==> src/rtl/rx_cal_tx.sv <==
// Initiator half of the MBTRAIN RX-calibration handshake: start req/resp, a fixed
// calibration window, end req/resp, then a done acknowledge held until enable drops.
module rx_cal_tx #(
  parameter int unsigned CAL_CYCLES = 16
) (
  input  logic       clk,
  input  logic       rst,
  input  logic       i_en,
  input  logic [3:0] i_decoded_sideband_message,
  input  logic       i_sideband_valid,
  input  logic       i_busy_negedge_detected,
  input  logic       i_valid_rx,
  output logic [3:0] o_sideband_message,
  output logic       o_valid_tx,
  output logic       o_test_ack
);

  localparam int unsigned MSG_W = 4;
  localparam int unsigned CNT_W = 8;

  localparam logic [MSG_W-1:0] MSG_NONE       = MSG_W'(4'b0000);
  localparam logic [MSG_W-1:0] MSG_START_REQ  = MSG_W'(4'b0001);
  localparam logic [MSG_W-1:0] MSG_START_RESP = MSG_W'(4'b0010);
  localparam logic [MSG_W-1:0] MSG_END_REQ    = MSG_W'(4'b0011);
  localparam logic [MSG_W-1:0] MSG_END_RESP   = MSG_W'(4'b0100);

  localparam logic [CNT_W-1:0] CNT_LAST = CNT_W'(CAL_CYCLES - 1);

  typedef enum logic [2:0] {
    IDLE,
    SEND_START_REQ,
    WAIT_START_RESP,
    CAL_WAIT,
    SEND_END_REQ,
    WAIT_END_RESP,
    TEST_FINISHED
  } state_t;

  state_t           state;
  logic [CNT_W-1:0] cnt;
  logic             pending;

  logic start_resp, end_resp, own_busy;

  assign start_resp = i_sideband_valid && (i_decoded_sideband_message == MSG_START_RESP);
  assign end_resp   = i_sideband_valid && (i_decoded_sideband_message == MSG_END_RESP);
  // A busy pulse only belongs to us while our own valid is on the mux.
  assign own_busy   = i_busy_negedge_detected && o_valid_tx;

  always_ff @(posedge clk) begin
    if (rst || !i_en) begin
      state              <= IDLE;
      o_sideband_message <= MSG_NONE;
      o_valid_tx         <= 1'b0;
      o_test_ack         <= 1'b0;
      cnt                <= '0;
      pending            <= 1'b0;
    end else begin
      // Deferred request: raise valid on the first cycle the responder leaves the mux.
      if (pending && !i_valid_rx) begin
        o_valid_tx <= 1'b1;
        pending    <= 1'b0;
      end

      case (state)
        IDLE: begin
          state              <= SEND_START_REQ;
          o_sideband_message <= MSG_START_REQ;
          if (i_valid_rx) pending    <= 1'b1;
          else            o_valid_tx <= 1'b1;
        end

        SEND_START_REQ: begin
          if (own_busy) begin
            o_valid_tx <= 1'b0;
            state      <= WAIT_START_RESP;
          end
        end

        WAIT_START_RESP: begin
          if (start_resp) begin
            state <= CAL_WAIT;
            cnt   <= '0;
          end
        end

        CAL_WAIT: begin
          if (cnt == CNT_LAST) begin
            state              <= SEND_END_REQ;
            o_sideband_message <= MSG_END_REQ;
            if (i_valid_rx) pending    <= 1'b1;
            else            o_valid_tx <= 1'b1;
          end else begin
            cnt <= cnt + CNT_W'(1);
          end
        end

        SEND_END_REQ: begin
          if (own_busy) begin
            o_valid_tx <= 1'b0;
            state      <= WAIT_END_RESP;
          end
        end

        WAIT_END_RESP: begin
          if (end_resp) begin
            state              <= TEST_FINISHED;
            o_test_ack         <= 1'b1;
            o_sideband_message <= MSG_NONE;
          end
        end

        TEST_FINISHED: begin
          state <= TEST_FINISHED;
        end

        default: begin
          state <= IDLE;
        end
      endcase
    end
  end

endmodule
==> config.mk <==
export PLATFORM = sky130hd
export DESIGN_NAME = rx_cal_tx
export DESIGN_NICKNAME = d
export VERILOG_FILES = /design/src/rtl/rx_cal_tx.sv
export SDC_FILE = /design/constraint.sdc
export NUM_CORES = 1
export LEC_CHECK = 0
export CAP_MARGIN = 25
export CORE_MARGIN = 2
export CORE_UTILIZATION = 52
export DETAILED_ROUTE_END_ITERATION = 7
export MAX_ROUTING_LAYER = met4
export PLACE_DENSITY = 0.76
export SYNTH_ARGS = -nofsm -noshare
export SYNTH_HDL_FRONTEND = slang
export SYNTH_SLANG_ARGS = --single-unit
==> constraint.sdc <==
create_clock -name clk -period 2.35 [get_ports clk]
set_input_delay 0.47 -clock clk [delete_from_list [all_inputs] [get_ports clk]]
set_output_delay 0.47 -clock clk [all_outputs]
set_load 0.03 [all_outputs]
# Word level (Yosys, flattened, before mapping)
# Index checks and enable logic that the tools add are counted.
totals:
  register_bits: 18
  input_bits: 10
  output_inout_bits: 6
  word_cells: 58
op_classes:
  add_sub_neg: 1
  n_eq_ne: 15
  mux: 21
  reduce_logical: 15
op_table:
  columns: ["op", "n"]
  rows:
  - ["$pmux 3 s7", 1]
  - ["$mux 8", 2]
  - ["$pmux 8 s2", 1]
  - ["$mux 3", 5]
  - ["$ne 2x2->1 const B", 6]
  - ["$pmux 4 s3", 1]
  - ["$eq 3x3->1 const B", 3]
  - ["$add 8x1->8 const B", 1]
  - ["$eq 8x4->1 const B", 1]
  - ["$mux 4", 2]
  - ["$mux 1", 7]
  - ["$eq 3x2->1 const B", 2]
  - ["$reduce_and 3->1", 2]
  - ["$reduce_and 5->1", 1]
  - ["$eq 4x2->1 const B", 1]
  - ["$eq 4x3->1 const B", 1]
  - ["$logic_and 1x1->1", 4]
  - ["$eq 3x1->1 const B", 1]
  - ["$logic_not 3->1", 1]
  - ["$pmux 1 s3", 1]
  - ["$reduce_bool 3->1", 1]
  - ["$logic_not 1->1", 2]
  - ["$pmux 1 s2", 1]
  - ["$reduce_and 2->1", 1]
  - ["other kinds (3)", 3]

# Depth between registers and ports, before layout
# Gate-level depths: netlist (run 1).
depth:
  depth_word: 6
  ltp_mapped: 7
  depth_no_buf: 6

# Worst setup path after synthesis (run 1)
# No wires, ideal clock.
synth_timing:
  kind: "flip-flop to flip-flop"
  start: "reg cnt[0]"
  end: "reg cnt[6]"
  setup_ns: 0.071
  t_arrival_ns: 1.700
  required_ns: 2.279
  slack_ns: 0.579
  path_stages_with_launch: 7
  path_buffers: 1
  synth_period_minus_slack_ns: 1.771
  cell_sequence: "dfxtp_1 > ha_1 > and3_1 > a31o_2 > buf_6 > or4_1 > a21oi_1"
synth_between:
  elab_chain_len: 3
  elab_cells_between_ends: 6
  cone_classes: "add/sub (1); eq/ne (2); mux (2); reduce/logical (1)"
synth_rtl:
  columns: ["element", "line_no", "source"]
  rows:
  - ["start, declared", "40", "logic [CNT_W-1:0] cnt;"]
  - ["start signal, assigned", "94", "cnt <= cnt + CNT_W'(1);"]
  - ["$add 8x1->8 / $eq 8x4->1 (equally long branches)", "94, 88", null]
  - ["$mux 8 / $ne 2x2->1 (equally long branches)", null, null]
  - ["$pmux 8 s2 / $reduce_and 3->1 (equally long branches)", null, null]
# Parallel ways exist; a longest one is shown, timed or not. The select of a mux whose other input is x is not followed.
# A chain may end at the register's enable or synchronous reset.

# Worst setup path in the final report (run 1)
layout_timing:
  start: "in i_decoded_sideband_message[0]"
  end: "reg cnt[3]"
layout_between:
  elab_chain_len: 4
layout_rtl:
  columns: ["element", "line_no", "source"]
  rows:
  - ["start, declared", "9", "input logic [3:0] i_decoded_sideband_message,"]
  - ["$eq 4x2->1", "45", "assign start_resp = i_sideband_valid && (i_decoded_sideband_message == MSG_START_RESP);"]
  - ["$logic_and 1x1->1", "45", null]
  - ["$ne 2x2->1 (no line)", null, null]
  - ["$reduce_and 3->1 (no line)", null, null]
# Every way passes these cells.

==> results of run 1 <==
metal layers:
| metal | vias up | part of all wire, % | global-route usage (%) | wire, um |
|---|---|---|---|---|
| met5 | - | 0 | - | 0 |
| met4 | 0 | 2.1 | 4.286 | 44 |
| met3 | 6 | 6.1 | 5.556 | 126 |
| met2 | 32 | 50 | 33.56 | 1026 |
| met1 | 415 | 42 | 22.42 | 863 |
| li1 | 477 | - | - | - |
synth_stat cells, types with 3 or more instances:
| cell | count | area, um2 |
|---|---|---|
| dfxtp_1 | 16 | 320.3 |
| o31ai_1 | 6 | 45.04 |
| nand2b_1 | 3 | 18.77 |
| nor3_1 | 5 | 25.02 |
| ha_1 | 5 | 62.56 |
| nor2_1 | 4 | 15.01 |
| nor2b_1 | 7 | 43.79 |
| a21oi_1 | 13 | 65.06 |
| nand3_1 | 3 | 15.01 |
| inv_1 | 6 | 22.52 |
| nand2_1 | 7 | 26.28 |
| or4_1 | 5 | 37.54 |
registers in the layout, indices dropped and copies added (netlist names):
register / cells
o_valid_tx: 1
cnt: 8
pending: 1
o_sideband_message: 2
state: 3
o_test_ack: 1
report_power, final:
part	internal, mW	switching, mW
clock network	0.0943	0.0901
logic	0.0454	0.0516
registers	0.277	0.00598
total	0.417	0.148
path summary, 6_finish.rpt:
path                                                     from         end
worst min register to register                     o_test_ack  o_test_ack
worst max register to register                       state[0]    state[0]
worst min-delay path                               o_test_ack  o_test_ack
worst max-delay path            i_decoded_sideband_message[0]      cnt[3]
layout make-up:
| type | count | area (um2) | area share (%) |
|---|---|---|---|
| Multi-Input combinational cell | 91 | 635.6 | 53.25 |
| Sequential cell | 16 | 320.3 | 26.83 |
| Timing Repair Buffer | 15 | 145.1 | 12.16 |
| Clock buffer | 4 | 36.28 | 3.040 |
| Tap cell | 27 | 33.78 | 2.830 |
| Inverter | 6 | 22.52 | 1.887 |
kinds of logic after synthesis:
| group | share of synthesized area (%) |
|---|---|
| AO/OA/AOI/OAI | 24.26 |
| adder cells (fa/ha/maj) | 6.127 |
| other | 0.3673 |
| buffers and inverters | 6.739 |
| multiplexers | 2.083 |
| AND/OR/NAND/NOR | 29.04 |
| flip-flops | 31.37 |
metrics by stage:
| step | utilization (%) | cells |
|---|---|---|
| after floorplan | - | 119 |
| after global placement | 60.86 | 155 |
| after detailed placement | 60.86 | 155 |
| after CTS | 62.76 | 159 |
| after global routing | 62.76 | 159 |
| final | 62.76 | 159 |
worst max-delay path, delay by kind of cell:
family	cells	cell delay [ns]
simple gates	2	0.85
compound gates	2	0.42
buf+inv	1	0.44
==> flow_summary.toml, run 1 <==
[status]
outcome = "finished clean"

[worst_setup_path]
path_cells = "clkdlybuf4s50_1 -> nor3b_4 -> a31oi_2 -> or4_1 -> a21oi_1"
max_stage_delay_ns = 0.56
worst_setup_path_end_kind = "flop"
cp_slowest_cell = "or4_1"
worstPathRequired_ns = 2.57
ff2ff_path_depth = 6
cp.arrival_ns = 2.18
worstSetupPathType = "primary input to flop"
cp-start-kind = "primary input"
reg2reg_slack_ns = 0.40
cp_max_fo = 13

[placement]
portBuffers = 13
dpl_cell_area_mm2 = 0.001157
dp_slack_ns = 0.09393
gp_congestion = 0.8719
dp_hpwl_mm = 1.564

[clock_tree]
htree_levels = 1
postCtsSetupBuffers = 0
clockBufferDepth = 2
cts_num_sinks = 16
path_clk_slew_ns = 0.10
cts_resized = 0
hold_buffers = 0
cts_buffers = 3
tritoncts = "done"
clk_latency_ns = 0.29
cts_root_buffer = "clkbuf_4"

[grt]
grt_pass1_vias = 816
antenna_found_initial = 0
grt_pass1_wl_mm = 3.512
grt_start_max_net_pins = 15
grt_overflow = 0
grt_usage_pct = 19.41

[job]
cap_violations = 0

[floorplan]
rows = 16
start_util_pct = 53.68
core_area_mm2 = 0.001902
die_w_um = 48.31
dieArea_mm2 = 0.002334
die_h_um = 48.31
ios = 16

[route]
dr.first_iter.drc_count = 32
antenna_violating_nets_post_route = 0
drc = 0
dr.pass1.iters = 4
routed_wl_mm = 2.060
wire_per_inst_um = 12.96
vias = 930
vias_per_cell = 5.849

[logic_synthesis]
synth_ff_type = "dfxtp_1"
synth_enable_flop_cells = 0
ys_seq_elements = 16
synth_cells = 118
ys_warn_count = 0
synth_seq_area_share_pct = 31.37
synth_area_mm2 = 0.001021
async_reset_ff_share_pct = 0
avgSynthCellArea_um2 = 8.652
yosysUniqueCellTypes = 42

[sta]
fin_crit_sh_pct = 83.24
maxSlewViolCount = 0
worst_pin_slew_ns = 0.5661
relSlewSlack_pct = 62.26
worst_slack_ns = 0.3939
clock_skew_ns = 0.007646
fin_tns_setup_ns = 0
report.final.hold_viol_count = 0
fmax_ghz = 0.5112
min_period_ns = 1.956
setup_viol = 0
whs_ns = 0.4546
rsz0062_at_grt = "no"

[cells_and_area]
fin_area_mm2 = 0.001194
drive_above_1_share_pct = 12.88
n_fill_cell = 171
n_antenna_cell = 0
layout_commonest_cell = "dfxtp_1"
area_growth_pct = 16.91
nets = 148
layout_common_cells = "dfxtp_1, a21oi_1, clkdlybuf4s50_1"

[pwr]
power.leakage_nw = 0.4122
vdd_ir_drop_max_uv = 401.5
p_total_mw = 0.5648
p_per_area_mw_per_mm2 = 473.1

[min_path]
hold_class = "flop to flop"
holdPathStages = 2
Power figures use the tool's default switching activity.
==> inputs of run 2 (changes only) <==
CORE_UTILIZATION = 47   (was 52)
PLACE_DENSITY = 0.72   (was 0.76)
clock period = 1.7 ns   (was 2.35 ns; I/O delays follow)
==> run 2 against run 1 <==
Against the previous run: register-to-register slack worse by 0.40 ns; sequential share of layout area down 5.2 points; clock power up 41%; via count is 20% higher; non-clock buffer count grew 25; first-iteration DRC count up 91%; critical path type is now flop to flop; critical endpoint is now cnt[7]; largest power group unchanged.
==> flow_summary.toml, run 2 (synthesized netlist as in run 1, its figures left out) <==
[route]
highest_layer = "met4"
met1_length_mm = 1.217
vias_per_cell = 6.032
dr_wl_met2_mm = 1.467
wire_per_inst_um = 15.67
met3_wirelength_um = 197
dr.pass1.iters = 4
vias = 1116
antenna_violating_nets_post_route = 0
drc = 0
dr.first_iter.drc_count = 61
routed_wl_mm = 2.899

[worst_setup_path]
cp_slowest_cell = "or4_1"
cp_max_fo = 11
cp.arrival_ns = 1.93
startpoint = "state[0]"
critPathTopFamily = "simple AND/OR/NAND/NOR gates"
max_stage_delay_ns = 0.56
worstPathRequired_ns = 1.93
worst-path-buf-inv = 1
r2r-start = "state[0]"
worstSetupPathType = "flop to flop"
cp-start-kind = "flop"
path_cells = "inv_1 -> ha_2 -> nor2b_4 -> a31oi_4 -> or4_1 -> a21oi_2"
worst_setup_path_end_kind = "flop"

[grt]
grt_usage_pct = 23.89
grt_pass1_vias = 1047
grt_start_max_net_pins = 13
grt_overflow = 0
antenna_found_initial = 0
grt_pass1_wl_mm = 4.540

[floorplan]
die_h_um = 50.61
core_area_mm2 = 0.002002
start_util_pct = 51.00
ios = 16
die_w_um = 50.61
dieArea_mm2 = 0.002561
rows = 16

[sta]
maxSlewViolCount = 0
fin_crit_sh_pct = 99.91
setup_viol = 0
report.final.hold_viol_count = 0
fmax_ghz = 0.5888
whs_ns = 0.4524
min_period_ns = 1.698
clock_skew_ns = 0.0006069
rsz0062_at_grt = "yes"

[pwr]
p_per_area_mw_per_mm2 = 557.5
vdd_ir_drop_max_uv = 458.5
power.leakage_nw = 0.5807

[clock_tree]
path_clk_slew_ns = 0.10
htree_levels = 1
tritoncts = "done"
clk_latency_ns = 0.29
cts_num_sinks = 16
clockBufferDepth = 2
cts_root_buffer = "clkbuf_4"
hold_buffers = 0
cts_buffers = 3

[cells_and_area]
reg_top3 = "cnt: 8 flops, state: 3 flops, o_sideband_message: 2 flops"
n_antenna_cell = 0
n_fill_cell = 129
layout_commonest_cell = "buf_4"
fin_area_mm2 = 0.001524
drive_above_1_share_pct = 43.04
nets = 174
seq_area_um2 = 329.1
layout_common_cells = "buf_4, dfxtp_1, a21oi_1"
largest_register_ffs = 8
multiInputGateArea_um2 = 769.5
largest_register = "cnt"
fin_util_pct = 76.13
area_growth_pct = 49.26

[min_path]
worstHoldStart = "o_test_ack"
hold_class = "flop to flop"

[job]
cap_violations = 0

[placement]
gp_congestion = 0.8913
portBuffers = 13
dp_hpwl_mm = 1.857
dpl_cell_area_mm2 = 0.001323

[status]
outcome = "finished clean"
==> run 2: changes by cell type in the layout (fill, tap and decap cells not counted), sizes merged <==
cell / delta
dlygate4sd2: +5
a31o: +1
clkdlybuf4s50: -6
buf: +25
dlymetal6s2s: +1
==> run 2: path summary, 6_finish.rpt <==
path,cells after the start,endpoint,slack (ns)
setup / recovery,6,cnt[7],0.002
setup reg to reg,6,cnt[7],0.002
hold / removal,2,o_test_ack,0.45
hold reg to reg,2,o_test_ack,0.45
==> run 2: through the flow <==
| step | std cells | setup TNS, ns | total power [mW] | worst slack, ns |
|---|---|---|---|---|
| floorplan | 119 | -0.02248 | 0.4875 | -0.02248 |
| finish | 185 | 0 | 0.8496 | 0.001576 |
| CTS | 182 | 0 | 0.8277 | 0.004068 |
| global route | 185 | -0.2284 | 0.8855 | -0.06302 |
| global placement | 176 | -3.291 | 0.5665 | -0.3428 |
| detailed placement | 176 | -3.931 | 0.5700 | -0.4448 |
==> run 2: layer usage <==
layer  vias up  global-route usage (%)
li1        529                       -
met1       519                   28.88
met2        64                   41.23
met3         4                   2.976
met4         0                   7.658
met5         -                       -
==> run 2: layout make-up <==
| type | instances | share of cell area, % |
|---|---|---|
| multi-input combinational | 92 | 50.49 |
| timing repair buffer | 40 | 21.84 |
| clock buffer | 4 | 2.381 |
| inverter | 6 | 1.478 |
| tap | 27 | 2.217 |
| sequential | 16 | 21.59 |
==> run 2: power breakdown <==
group          switching [mW]  internal, mW  leakage, nW
sequential            0.00958         0.384        0.133
clock                   0.128         0.130       0.0210
combinational          0.0957         0.101        0.427
total                   0.234         0.616        0.581
==> run 2: tightest hold or removal path, cell delays in order (launching register included) <==
cell and delay [ns]:
dfxtp_1 0.32, inv_1 0.05, a21oi_1 0.05
==> run 2: repair_timing <==
action | CTS | global route
hold endpoints to repair | 0 | 0
cloned | 0 | 1
gates resized for setup | 19 | 20
setup endpoints to repair | 11 | 10
buffers inserted | 2 | 2
pin swaps | 6 | 5
